--- src/rtl/trace_pkg.sv ---
// rtl/trace_pkg.sv - shared types and constants for the pipeline trace buffer
// Purpose: state encoding, trace entry layout and entry-width helper used by
//    pipe_trace_buffer and its storage array.
// Build option: TRACE_TIMESTAMP_EN adds a 32-bit timestamp field to each entry.
package trace_pkg;

   localparam int TS_W    = 32;
   localparam int PC_W    = 32;
   localparam int INSTR_W = 32;

   typedef enum logic [1:0] {
      ST_IDLE  = 2'd0,
      ST_ARMED = 2'd1,
      ST_POST  = 2'd2,
      ST_DONE  = 2'd3
   } state_t;

   // Entry layout at the default RV32I widths; the top packs the same fields,
   // most significant first, into a flat vector sized by entry_width().
   typedef struct packed {
`ifdef TRACE_TIMESTAMP_EN
      logic [TS_W-1:0]    ts;
`endif
      logic [PC_W-1:0]    pc;
      logic [INSTR_W-1:0] instr;
   } trace_entry_t;

   function automatic int entry_width(input int xlen, input int ilen);
`ifdef TRACE_TIMESTAMP_EN
      return xlen + ilen + TS_W;
`else
      return xlen + ilen;
`endif
   endfunction

endpackage

--- src/rtl/trace_ram.sv ---
// rtl/trace_ram.sv - DEPTH x W register array, one sync write, one async read
// Ports:
//    clk          write clock, rising edge
//    we/waddr/wdata  synchronous write port
//    raddr/rdata     combinational read port
// Storage is intentionally not reset; contents are meaningless until written.
module trace_ram #(
   parameter int DEPTH = 16,
   parameter int W     = 64
) (
   input  logic                     clk,
   input  logic                     we,
   input  logic [$clog2(DEPTH)-1:0] waddr,
   input  logic [W-1:0]             wdata,
   input  logic [$clog2(DEPTH)-1:0] raddr,
   output logic [W-1:0]             rdata
);

   logic [W-1:0] mem [DEPTH];

   always_ff @(posedge clk) begin
      if (we) mem[waddr] <= wdata;
   end

   assign rdata = mem[raddr];

endmodule

--- src/rtl/pipe_trace_buffer.sv ---
// rtl/pipe_trace_buffer.sv - PC-triggered circular trace capture with ordered readout
// Purpose: records {pc, instr} pairs while armed, stops post_cnt entries after
//    a trig_pc match, then replays the window oldest-first.
// Ports:
//    clk, rst (async active-low)
//    enable, arm, trig_pc, post_cnt          capture control
//    cap_valid, cap_pc, cap_instr            capture stream from fetch/decode
//    rd_ready / rd_valid, rd_pc, rd_instr, rd_last   readout handshake
//    state, count, overflow                  status
//    rd_ts                                   only with TRACE_TIMESTAMP_EN
// Build option: TRACE_TIMESTAMP_EN adds a free-running cycle stamp per entry.
module pipe_trace_buffer
   import trace_pkg::*;
#(
   parameter int XLEN  = 32,
   parameter int ILEN  = 32,
   parameter int DEPTH = 16,
   parameter int CNTW  = 8
) (
   input  logic                   clk,
   input  logic                   rst,
   input  logic                   enable,
   input  logic                   arm,
   input  logic [XLEN-1:0]        trig_pc,
   input  logic [CNTW-1:0]        post_cnt,
   input  logic                   cap_valid,
   input  logic [XLEN-1:0]        cap_pc,
   input  logic [ILEN-1:0]        cap_instr,
   input  logic                   rd_ready,
   output logic                   rd_valid,
   output logic [XLEN-1:0]        rd_pc,
   output logic [ILEN-1:0]        rd_instr,
   output logic                   rd_last,
   output logic [1:0]             state,
   output logic [$clog2(DEPTH):0] count,
   output logic                   overflow
`ifdef TRACE_TIMESTAMP_EN
   ,
   output logic [TS_W-1:0]        rd_ts
`endif
);

   localparam int AW = $clog2(DEPTH);
   localparam int CW = AW + 1;
   localparam int EW = entry_width(XLEN, ILEN);

   state_t          st_q, st_d;
   logic [AW-1:0]   wr_ptr, rd_ptr;
   logic [CNTW-1:0] remaining;
   logic            rd_valid_q;
   logic            wr_en, trig_hit, rd_xfer, rd_load, is_newest, full;
   logic [EW-1:0]   wr_data, rd_data;

   // arm takes priority over a simultaneous capture: that entry is dropped.
   assign wr_en     = enable & cap_valid & ~arm & ((st_q == ST_ARMED) | (st_q == ST_POST));
   assign trig_hit  = wr_en & (st_q == ST_ARMED) & (cap_pc == trig_pc);
   assign full      = (count == CW'(DEPTH));
   // Newest entry always sits just behind the write pointer.
   assign is_newest = (rd_ptr == wr_ptr - AW'(1));
   assign rd_xfer   = rd_valid_q & rd_ready;
   // First cycle in DONE positions rd_ptr on the oldest entry; data goes valid next cycle.
   assign rd_load   = (st_q == ST_DONE) & ~rd_valid_q;

   always_ff @(posedge clk or negedge rst) begin
      if (!rst) st_q <= ST_IDLE;
      else      st_q <= st_d;
   end

   always_comb begin
      st_d = st_q;
      if (arm) begin
         st_d = ST_ARMED;
      end else begin
         case (st_q)
            ST_IDLE:  st_d = ST_IDLE;
            ST_ARMED: if (trig_hit) st_d = (post_cnt == '0) ? ST_DONE : ST_POST;
            ST_POST:  if (wr_en && remaining == CNTW'(1)) st_d = ST_DONE;
            ST_DONE:  if (rd_xfer && is_newest) st_d = ST_IDLE;
            default:  st_d = ST_IDLE;
         endcase
      end
   end

   always_ff @(posedge clk or negedge rst) begin
      if (!rst) begin
         wr_ptr     <= '0;
         rd_ptr     <= '0;
         count      <= '0;
         remaining  <= '0;
         overflow   <= 1'b0;
         rd_valid_q <= 1'b0;
      end else if (arm) begin
         wr_ptr     <= '0;
         rd_ptr     <= '0;
         count      <= '0;
         remaining  <= '0;
         overflow   <= 1'b0;
         rd_valid_q <= 1'b0;
      end else begin
         if (wr_en) begin
            wr_ptr <= wr_ptr + AW'(1);
            if (full) overflow <= 1'b1;
            else      count    <= count + CW'(1);
         end
         if (trig_hit)                        remaining <= post_cnt;
         else if (wr_en && st_q == ST_POST)   remaining <= remaining - CNTW'(1);
         if (rd_load) begin
            rd_ptr     <= full ? wr_ptr : '0;
            rd_valid_q <= 1'b1;
         end else if (rd_xfer) begin
            rd_ptr <= rd_ptr + AW'(1);
            if (is_newest) rd_valid_q <= 1'b0;
         end
      end
   end

`ifdef TRACE_TIMESTAMP_EN
   logic [TS_W-1:0] ts_q;

   always_ff @(posedge clk or negedge rst) begin
      if (!rst) ts_q <= '0;
      else      ts_q <= ts_q + TS_W'(1);
   end

   assign wr_data = {ts_q, cap_pc, cap_instr};
   assign rd_ts   = rd_valid_q ? rd_data[XLEN+ILEN +: TS_W] : '0;
`else
   assign wr_data = {cap_pc, cap_instr};
`endif

   trace_ram #(.DEPTH(DEPTH), .W(EW)) u_ram (
      .clk   (clk),
      .we    (wr_en),
      .waddr (wr_ptr),
      .wdata (wr_data),
      .raddr (rd_ptr),
      .rdata (rd_data)
   );

   assign state    = st_q;
   assign rd_valid = rd_valid_q;
   assign rd_last  = rd_valid_q & is_newest;
   assign rd_pc    = rd_valid_q ? rd_data[ILEN +: XLEN] : '0;
   assign rd_instr = rd_valid_q ? rd_data[ILEN-1:0]     : '0;

endmodule

--- config.mk ---
export PLATFORM = sky130hd
export DESIGN_NAME = pipe_trace_buffer
export DESIGN_NICKNAME = d
export VERILOG_FILES = /design/src/rtl/trace_pkg.sv /design/src/rtl/trace_ram.sv /design/src/rtl/pipe_trace_buffer.sv
export SDC_FILE = /design/constraint.sdc
export NUM_CORES = 1
export LEC_CHECK = 0
export BUFFER_PORTS_ARGS = -buffer_cell sky130_fd_sc_hd__buf_2
export CAP_MARGIN = 0
export CORE_AREA = 2 2 372 374
export DETAILED_ROUTE_END_ITERATION = 12
export DIE_AREA = 0 0 374 376
export HOLD_SLACK_MARGIN = 0.05
export PLACE_DENSITY = 0.53
export SLEW_MARGIN = 40
export SYNTH_ARGS = -nofsm -noshare
export SYNTH_HDL_FRONTEND = slang
export SYNTH_HIERARCHICAL = 1
export SYNTH_SLANG_ARGS = --single-unit
export TNS_END_PERCENT = 50
--- constraint.sdc ---
create_clock -name clk -period 11.1 [get_ports clk]
set_input_delay 2.775 -clock clk [delete_from_list [all_inputs] [get_ports clk]]
set_output_delay 2.775 -clock clk [all_outputs]
set_load 0.01 [all_outputs]
==> metrics list, run 1 <==
* Fraction of power spent switching nets: 22.9%
- Maximum clock rate: between 0.1 and 0.15 GHz
- Final hold analysis gives a worst-case slack of 533 ps.
- For the worst setup path, the data arrival time is ~4000 ps.
- Each instance of the synthesized netlist takes up on average about 22 um2.
* Post-detailed-route via-to-cell ratio: between 4 and 5
* Pin count of the biggest net entering global routing: 82
* Run status: finished clean
- Post-detail-place hpwl: around 59 mm
* Number of gates given a new drive strength after cts: 0
- Summing the sequential cell areas from Yosys gives 77.2% of the chip area.
- The cell area that synthesis handed to floorplanning was between 40000 and 50000 um2.
- Clock-pin slew was measured on the worst setup and hold paths at approximately 70 ps.
- Hold violation count in the final report: 0
- The design draws 8.90 mW.
- The worst hold path belongs to the class reg2reg.
- Clock skew on the completed layout was measured at between 30 and 40 ps.
* Critical Path Sink Type: output port
- Antenna viol nets, final: 0
* Setup repair after global routing missed its margin: no
* CTS Root Buffer Type: sky130_fd_sc_hd__clkbuf_16
- Clock period minus worst slack: just under 7000 ps
* Routed wirelength normalized by instance count: 25.6 um
- The floorplan has around 140 rows.
* Critical path class: reg2out
- Number of distinct library cells after synthesis: 45
* Die Outline Area: roughly 140000 um2
* Relative contribution of sequential cells to total power: around half
- Maximum Capacitance Violations: 0
- Power share of the combinational group: 10.1%
* GRT Util Overall: roughly 14%
* Count of final setup violators: 0
- Worst setup SP type: flip-flop
* Clk buf depth: 3
- The clock net in this run drives a total of between 1k and 1.5k sinks.
- The initial utilization of the core area, before any placement, comes to between 20 and 30%.
* Number of levels in the clock H-tree: 3
- Share of synthesized flip-flops with an asynchronous set or reset: between 2 and 2.5%
* Area fraction of the dominant cell type after synthesis: between 70% and 80%
- Actual slew at the worst max-slew pin: 812 ps
* Drt first-iter violations: roughly 1.8k
* WL final: 102 mm
- Number of global-route vias before repair: 20.8k
* Worst-case setup margin in the final layout: 4290 ps
- The first global-routing pass estimated 147 mm of wire.
* Floorplan Core Area: 137000 um2
* Height of the die: 376 um
- The final number of max-transition violations came to 0.
- TritonCTS built the clock tree.
* Io pins: about 180
* Post-layout net count: 2222
- Headroom to the max-slew limit: between 40 and 50%
* Routability cong.: between 0.7 and 0.8
- Detailed-route via count: around 20k
* Clock insertion delay at the later pin of the skew report: around 700 ps
- Number of buffers inserted during clock tree synthesis: 106
* Initial antenna violation count: 14
- The number of nets in the synthesized netlist is slightly below 2k.
- Cts hold-fix bufs: 0
- Switching Power: between 2 and 2.5 mW
- Total leakage power: about 15 nW
* CP Max Fanout: 57
* Most common cell after layout, fill and taps aside: sky130_fd_sc_hd__edfxtp_1
* Synthesis-to-layout area growth: 17.0%
* Crit share post-route: 61.3%
- The largest total area in the synthesized netlist belongs to sky130_fd_sc_hd__edfxtp_1.
- Final std cells w/o fill: 3991
- Maximum resistive drop on vdd: between 0.1 and 0.15 mV
- Before antenna repair, the detailed router went through 5 iterations.
- PortBufs: about 180
- Remaining routing DRC violations: 0
* Most used DFF post-synth: sky130_fd_sc_hd__edfxtp_1
- The synthesized design contains between 1k and 1.5k enable-type register cells.
* Number of warnings reported in the yosys synthesis log: 6
* Number of instances in the synthesized netlist: 1860
- Grt total ovfl: 0
- In this run, the clock network consumes 40.2% of the power.
* Number of synthesized register bits: ~1.0k
- Data required time of the worst path: roughly 8300 ps
- The post-route netlist has around a third of its cells at a drive strength greater than 1.
- In this run the power density over the cells is around 190 nW/um2.
- Largest cells by area after synthesis: sky130_fd_sc_hd__edfxtp_1, sky130_fd_sc_hd__mux4_2, sky130_fd_sc_hd__a22oi_1, sky130_fd_sc_hd__dfrtp_1, sky130_fd_sc_hd__and2_1
- Cell total after placement: 3788
* Die outline width: 374 um
* Highest-count cells in the layout ignoring fill and taps: sky130_fd_sc_hd__edfxtp_1, sky130_fd_sc_hd__mux4_2, sky130_fd_sc_hd__buf_2
- Summed over all failing endpoints, the final setup total negative slack is 0 ps.
- Before CTS, the worst setup slack after placement is between 4000 and 5000 ps.
- The number of setup buffers added after CTS is 0.
- Cell internal power was estimated by the tool at between 6 and 7 mW.
synthesized netlist by cell type (2+ instances only):
cell type	n
sky130_fd_sc_hd__a21oi_1	3
sky130_fd_sc_hd__a22oi_1	128
sky130_fd_sc_hd__a31oi_1	3
sky130_fd_sc_hd__and2_1	66
sky130_fd_sc_hd__buf_1	16
sky130_fd_sc_hd__buf_2	10
sky130_fd_sc_hd__buf_4	19
sky130_fd_sc_hd__buf_6	6
sky130_fd_sc_hd__clkbuf_1	46
sky130_fd_sc_hd__dfrtp_1	25
sky130_fd_sc_hd__edfxtp_1	1024
sky130_fd_sc_hd__ha_1	10
sky130_fd_sc_hd__inv_1	10
sky130_fd_sc_hd__mux2i_1	10
sky130_fd_sc_hd__mux4_2	256
sky130_fd_sc_hd__nand2_1	71
sky130_fd_sc_hd__nand2b_1	2
sky130_fd_sc_hd__nand3_1	6
sky130_fd_sc_hd__nand3b_1	3
sky130_fd_sc_hd__nand4_1	5
sky130_fd_sc_hd__nor2_1	45
sky130_fd_sc_hd__nor2b_1	2
sky130_fd_sc_hd__nor3_1	8
sky130_fd_sc_hd__nor4_1	10
sky130_fd_sc_hd__nor4_2	2
sky130_fd_sc_hd__o21ai_0	3
sky130_fd_sc_hd__or3_1	4
sky130_fd_sc_hd__xnor2_1	7
sky130_fd_sc_hd__xor2_1	44
state kept, by name, indices dropped and copies added, names as in the netlist:
name,cells
count,5
u_ram/mem,1024
remaining,8
rd_valid,1
wr_ptr,4
state,2
rd_ptr,4
overflow,1
final cells by class:
class | count | area [um2]
inverters | 11 | 41.3
diodes | 6 | 15.0
repair buffers | 231 | 1440
well taps | 1794 | 2240
clock buffers | 116 | 2690
flip-flops and latches | 1049 | 31400
multi-input cells | 703 | 8930
clock inverters | 81 | 818
fillers | 12573 | 89100
per-stage QoR:
stage                     cell area, um2  util, %
after floorplan                    40600        -
after global placement             43800     32.1
after detailed placement           44000     32.2
after CTS                          47500     34.8
after global routing               47600     34.8
final                              47600     34.8
power by group through the flow:
stage          combinational [mW]  sequential, mW  clock (mW)
2_1_floorplan               0.636            4.49           0
3_3_place_gp                0.904            4.51           0
3_5_place_dp                0.928            4.52           0
4_1_cts                     0.930            4.43        3.67
5_1_grt                     0.981            4.44        3.82
6_report                    0.900            4.43        3.58
cells by family after synthesis:
group	count (synthesis)	synth area share (%)
muxes	267	14.5
AOI/OAI and AO/OA	143	2.65
buffers and inverters	108	1.31
DFF	1049	77.2
and+or+nand+nor	231	2.91
xor gates and xnor gates	52	1.15
adders and majority gates	10	0.308
worst max-delay path, stage by stage, from the launching register on:
cell and delay, ps:
sky130_fd_sc_hd__dfrtp_4 890, sky130_fd_sc_hd__buf_12 280, sky130_fd_sc_hd__buf_16 400, sky130_fd_sc_hd__buf_16 350, sky130_fd_sc_hd__mux4_2 550, sky130_fd_sc_hd__a22oi_1 230, sky130_fd_sc_hd__nand2_1 200, sky130_fd_sc_hd__and2_1 240
sky130_fd_sc_hd__buf_2 150
metal layers:
layer	track usage, %	vias to the layer above	share of wire (%)
met2	23.9	524	49
met3	2.41	157	4.8
li1	-	8260	-
met4	4.44	4	2.6
met1	19.3	10490	44
met5	0	-	0.026
worst paths after layout:
path	startpoint	to	slack [ps]	depth (start not counted)
setup / recovery	rd_ptr[0]	rd_pc[31]	4290	8
hold / removal	overflow	overflow	530	2
setup reg to reg	state[0]	u_ram/mem[9][57]	7320	8
hold reg to reg	overflow	overflow	530	2
max in group asynchronous	rst	rd_ptr[1]	8550	1
min in group asynchronous	rst	rd_ptr[0]	2100	1
Note: power is estimated with default switching activity, not from simulation.
==> inputs of run 2 (changes only) <==
--- a/config.mk
+++ b/config.mk
@@ -11,7 +11,7 @@
 export DETAILED_ROUTE_END_ITERATION = 12
 export DIE_AREA = 0 0 374 376
 export HOLD_SLACK_MARGIN = 0.05
-export PLACE_DENSITY = 0.53
+export PLACE_DENSITY = 0.54
 export SLEW_MARGIN = 40
 export SYNTH_ARGS = -nofsm -noshare
 export SYNTH_HDL_FRONTEND = slang
==> constraint.sdc (replaced) <==
create_clock -name clk -period 5.5 [get_ports clk]
set_input_delay 1.375 -clock clk [delete_from_list [all_inputs] [get_ports clk]]
set_output_delay 1.375 -clock clk [all_outputs]
set_load 0.01 [all_outputs]
==> run 2 against run 1 <==
  * Setup slack got worse by 3600 ps
  * Combinational power rose by 100%
  * Non-clock buffer count rose by 11
  * Worst hold slack got worse by 38 ps
  * Critical path depth fell by 2
  * Die area did not move
  * Clock power rose by 99%
  * Flip-flop and latch count did not move
  * Clock skew fell by 15 ps
  * Cell count rose by 0.23%
  * Total power rose by 100%
  * Critical endpoint is now rd_instr[2]
  * Largest power group unchanged
==> metrics list, run 2 (synthesis gave the netlist of run 1 again) <==
- The run finished with clean final reports.
- Worst setup SP type: flip-flop
- After clock tree synthesis, the flow added hold-fix buffers numbering 0.
- Max-slew violation count: 0
- In this run, the number of DRC markers left after iteration 0 of detailed routing was approximately 1.7k.
* Final-layout worst hold slack: 495 ps
- Top metal layer carrying routed signals: met5
- Grt total ovfl: 0
- Buffers placed on the I/O ports in this run total 183.
- Setup repair after global routing left no endpoint under its margin.
- The path class of the tightest hold or removal check is reg2reg.
- Clock tree synthesis found a total of 1049 sinks.
* Crit share post-route: slightly below 90%
* Height of the die: approximately 380 um
- Number of fill cells in the layout: 12.6k
* Number of levels in the clock H-tree: 3
* Post-detail-place hpwl: 59.0 mm
* Largest reg by FF count: u_ram/mem
* Number of iterations in the first detailed-routing pass: 7
- Cells with a size suffix above 1 make up a little under a third of the layout.
- In this run the cell area measured after placement is roughly 44000 um2.
- The die covers around 140000 um2.
- The count of nets left with antenna violations once routing finished came out at 0.
- Maximum clock rate: about 0.21 GHz
- Headroom to the max-slew limit came out at between 40% and 50%.
- Internal power comes to approximately 14 mW.
* Final std cells w/o fill: 4000
- No sink is reached through more buffers than the 3 on the longest clock path.
- CTS Root Buffer Type: sky130_fd_sc_hd__clkbuf_16
- Switching Power: roughly 4.1 mW
* Clock period minus worst slack: around 4800 ps
- In the routed design, unresolved DRC markers number 0.
- Worst-case setup margin in the final layout: ~730 ps
* Synthesis-to-layout area growth: 17.5%
- Num rows: about 140
- Highest-count cells in the layout ignoring fill and taps: sky130_fd_sc_hd__edfxtp_1, sky130_fd_sc_hd__mux4_2, sky130_fd_sc_hd__buf_2
- After detailed routing, the total wire length is 105 mm.
* Clock insertion delay at the later pin of the skew report: around 700 ps
- Met2 Wirelength: 50.2 mm
- Including well taps, the total number of placed cells is 3797.
- 184 I/O pins were placed.
- Setup clock skew after layout: about 18 ps
* Critical Path Max Stage Delay: 860 ps
* Summed negative setup slack over all endpoints: 0 ps
- Maximum resistive drop on vdd: roughly 0.23 mV
- Post-layout net count: between 2k and 2.5k
- Of all nets on the critical path, the largest fanout is 43.
- The initial antenna violation count is 11.
- Post-detailed-route via-to-cell ratio: 4.92
- Overall Power: 17.9 mW
- The startpoint identified for the worst register-to-register timing path is state[0].
- For this block, the via count after detailed routing is just under 20k.
- Setup violations remaining at the end of the flow were counted as 0.
* Start point of the worst min-delay path: overflow
- Per report_power, the sequential group accounts for approximately half of the total.
- TritonCTS built the clock tree.
* GRT Util Overall: ~15%
- Number of buffers inserted during clock tree synthesis: about 110
- Once the clock tree was built, the setup fixing pass inserted 0 buffers.
- The library cell used most frequently in the layout, excluding fill and tap cells, is sky130_fd_sc_hd__edfxtp_1.
* Hold violation count in the final report: 0
- Met1 wire length: roughly 46 mm
- Wire length of the first global-routing pass: between 150 and 200 mm
- The congestion estimate from routability-driven global placement came to a little over 0.7.
* Total leakage power: 14.9 nW
- Along the worst hold path, the cell count comes to 2.
- Largest registers: u_ram/mem (1024), remaining (8), count (5)
- At the worst endpoint, the required time is 4120 ps.
- Max reg flops: ~1.0k
- Flop2flop setup slack: about 2400 ps
- The worst register-to-register path ends at u_ram/mem[0][18].
* Die outline width: approximately 370 um
- Routed wirelength normalized by instance count: 26.3 um
- The region available for standard cell placement spans between 100000 and 150000 um2.
* Number of buffer and inverter stages on the critical path: 2
- Combinational logic is responsible for between 10% and 20% of the overall power.
* Detailed-routed wire length on met3: approximately 6.6 mm
- Antenna cell count: 0
- Gate family responsible for the most delay along the worst path: flip-flops
- In this run the power density over the cells is 375 nW/um2.
- Once the clock tree was built, the resizer swapped 0 gates to a different size.
* Cells along the critical path: buf_12, mux4_2, a22oi_1, nand2_1, and2_1, buf_2
- Once the floorplan was initialized, standard cells occupied just under 30% of the core.
- Of the total power, the share spent switching nets is around 23%.
* Actual slew at the worst max-slew pin: slightly below 900 ps
- At the placement stage, the worst setup path has a slack of 1340 ps.
- Of the total power, the clock network draws 39.9%.
* Final core area utilization: between 30% and 40%
- Depth of the worst register-to-register path: 7
* Destination of the worst hold path: overflow
* Arr. time, crit path: 3390 ps
- The via count of the first global-routing pass came to 20.9k.
* Pin count of the biggest net entering global routing: 65
- Final Instance Area: between 40000 and 50000 um2
- Maximum Capacitance Violations: 0
- The critical path in this run is classified as reg2out.
- Slowest library cell on the worst path: sky130_fd_sc_hd__dfrtp_4
* Clock slew seen by the registers of the worst setup and hold paths: 60 ps
* Critical Path Sink Type: output port
run 2: worst max path at each step:
stage / startpoint / end / slack (ps) / cells past startpoint
2_1_floorplan: arm / u_ram/mem[1][0] / -310 / 7
5_1_grt: rd_ptr[0] / rd_pc[24] / 460 / 6
4_1_cts: rd_ptr[0] / rd_pc[24] / 550 / 6
3_5_place_dp: arm / u_ram/mem[4][19] / 1340 / 7
6_report: rd_ptr[0] / rd_instr[2] / 730 / 6
3_3_place_gp: rd_ptr[0] / rd_pc[24] / 1350 / 6
run 2: per-layer routing:
| metal | GRT usage [%] | up-vias |
|---|---|---|
| met4 | 3.88 | 4 |
| met2 | 24.0 | 591 |
| li1 | - | 8296 |
| met1 | 20.4 | 10639 |
| met5 | 0 | - |
| met3 | 3.44 | 164 |
run 2: power groups by stage:
stage	Combinational (mW)	Clock [mW]	Sequential (mW)
after floorplan	1.28	0	9.05
after global placement	1.81	0	9.14
after detailed placement	1.89	0	9.11
after CTS	1.90	7.33	8.94
after global routing	2.00	7.63	8.94
final	1.84	7.14	8.93
run 2: layout make-up:
class / count / area, um2 / area share (%)
Tap cell: 1794 / 2240 / 4.70
Multi-Input combinational cell: 703 / 8930 / 18.7
Timing Repair Buffer: 242 / 1700 / 3.56
Inverter: 11 / 41.3 / 0.0865
Clock inverter: 55 / 500 / 1.05
Sequential cell: 1049 / 31400 / 65.7
Clock buffer: 146 / 2950 / 6.18
run 2: tightest hold or removal path: stages (launching register included):
cell                      delay (ps)
sky130_fd_sc_hd__dfrtp_1         340
sky130_fd_sc_hd__a21oi_1          40
sky130_fd_sc_hd__nor2_1           70
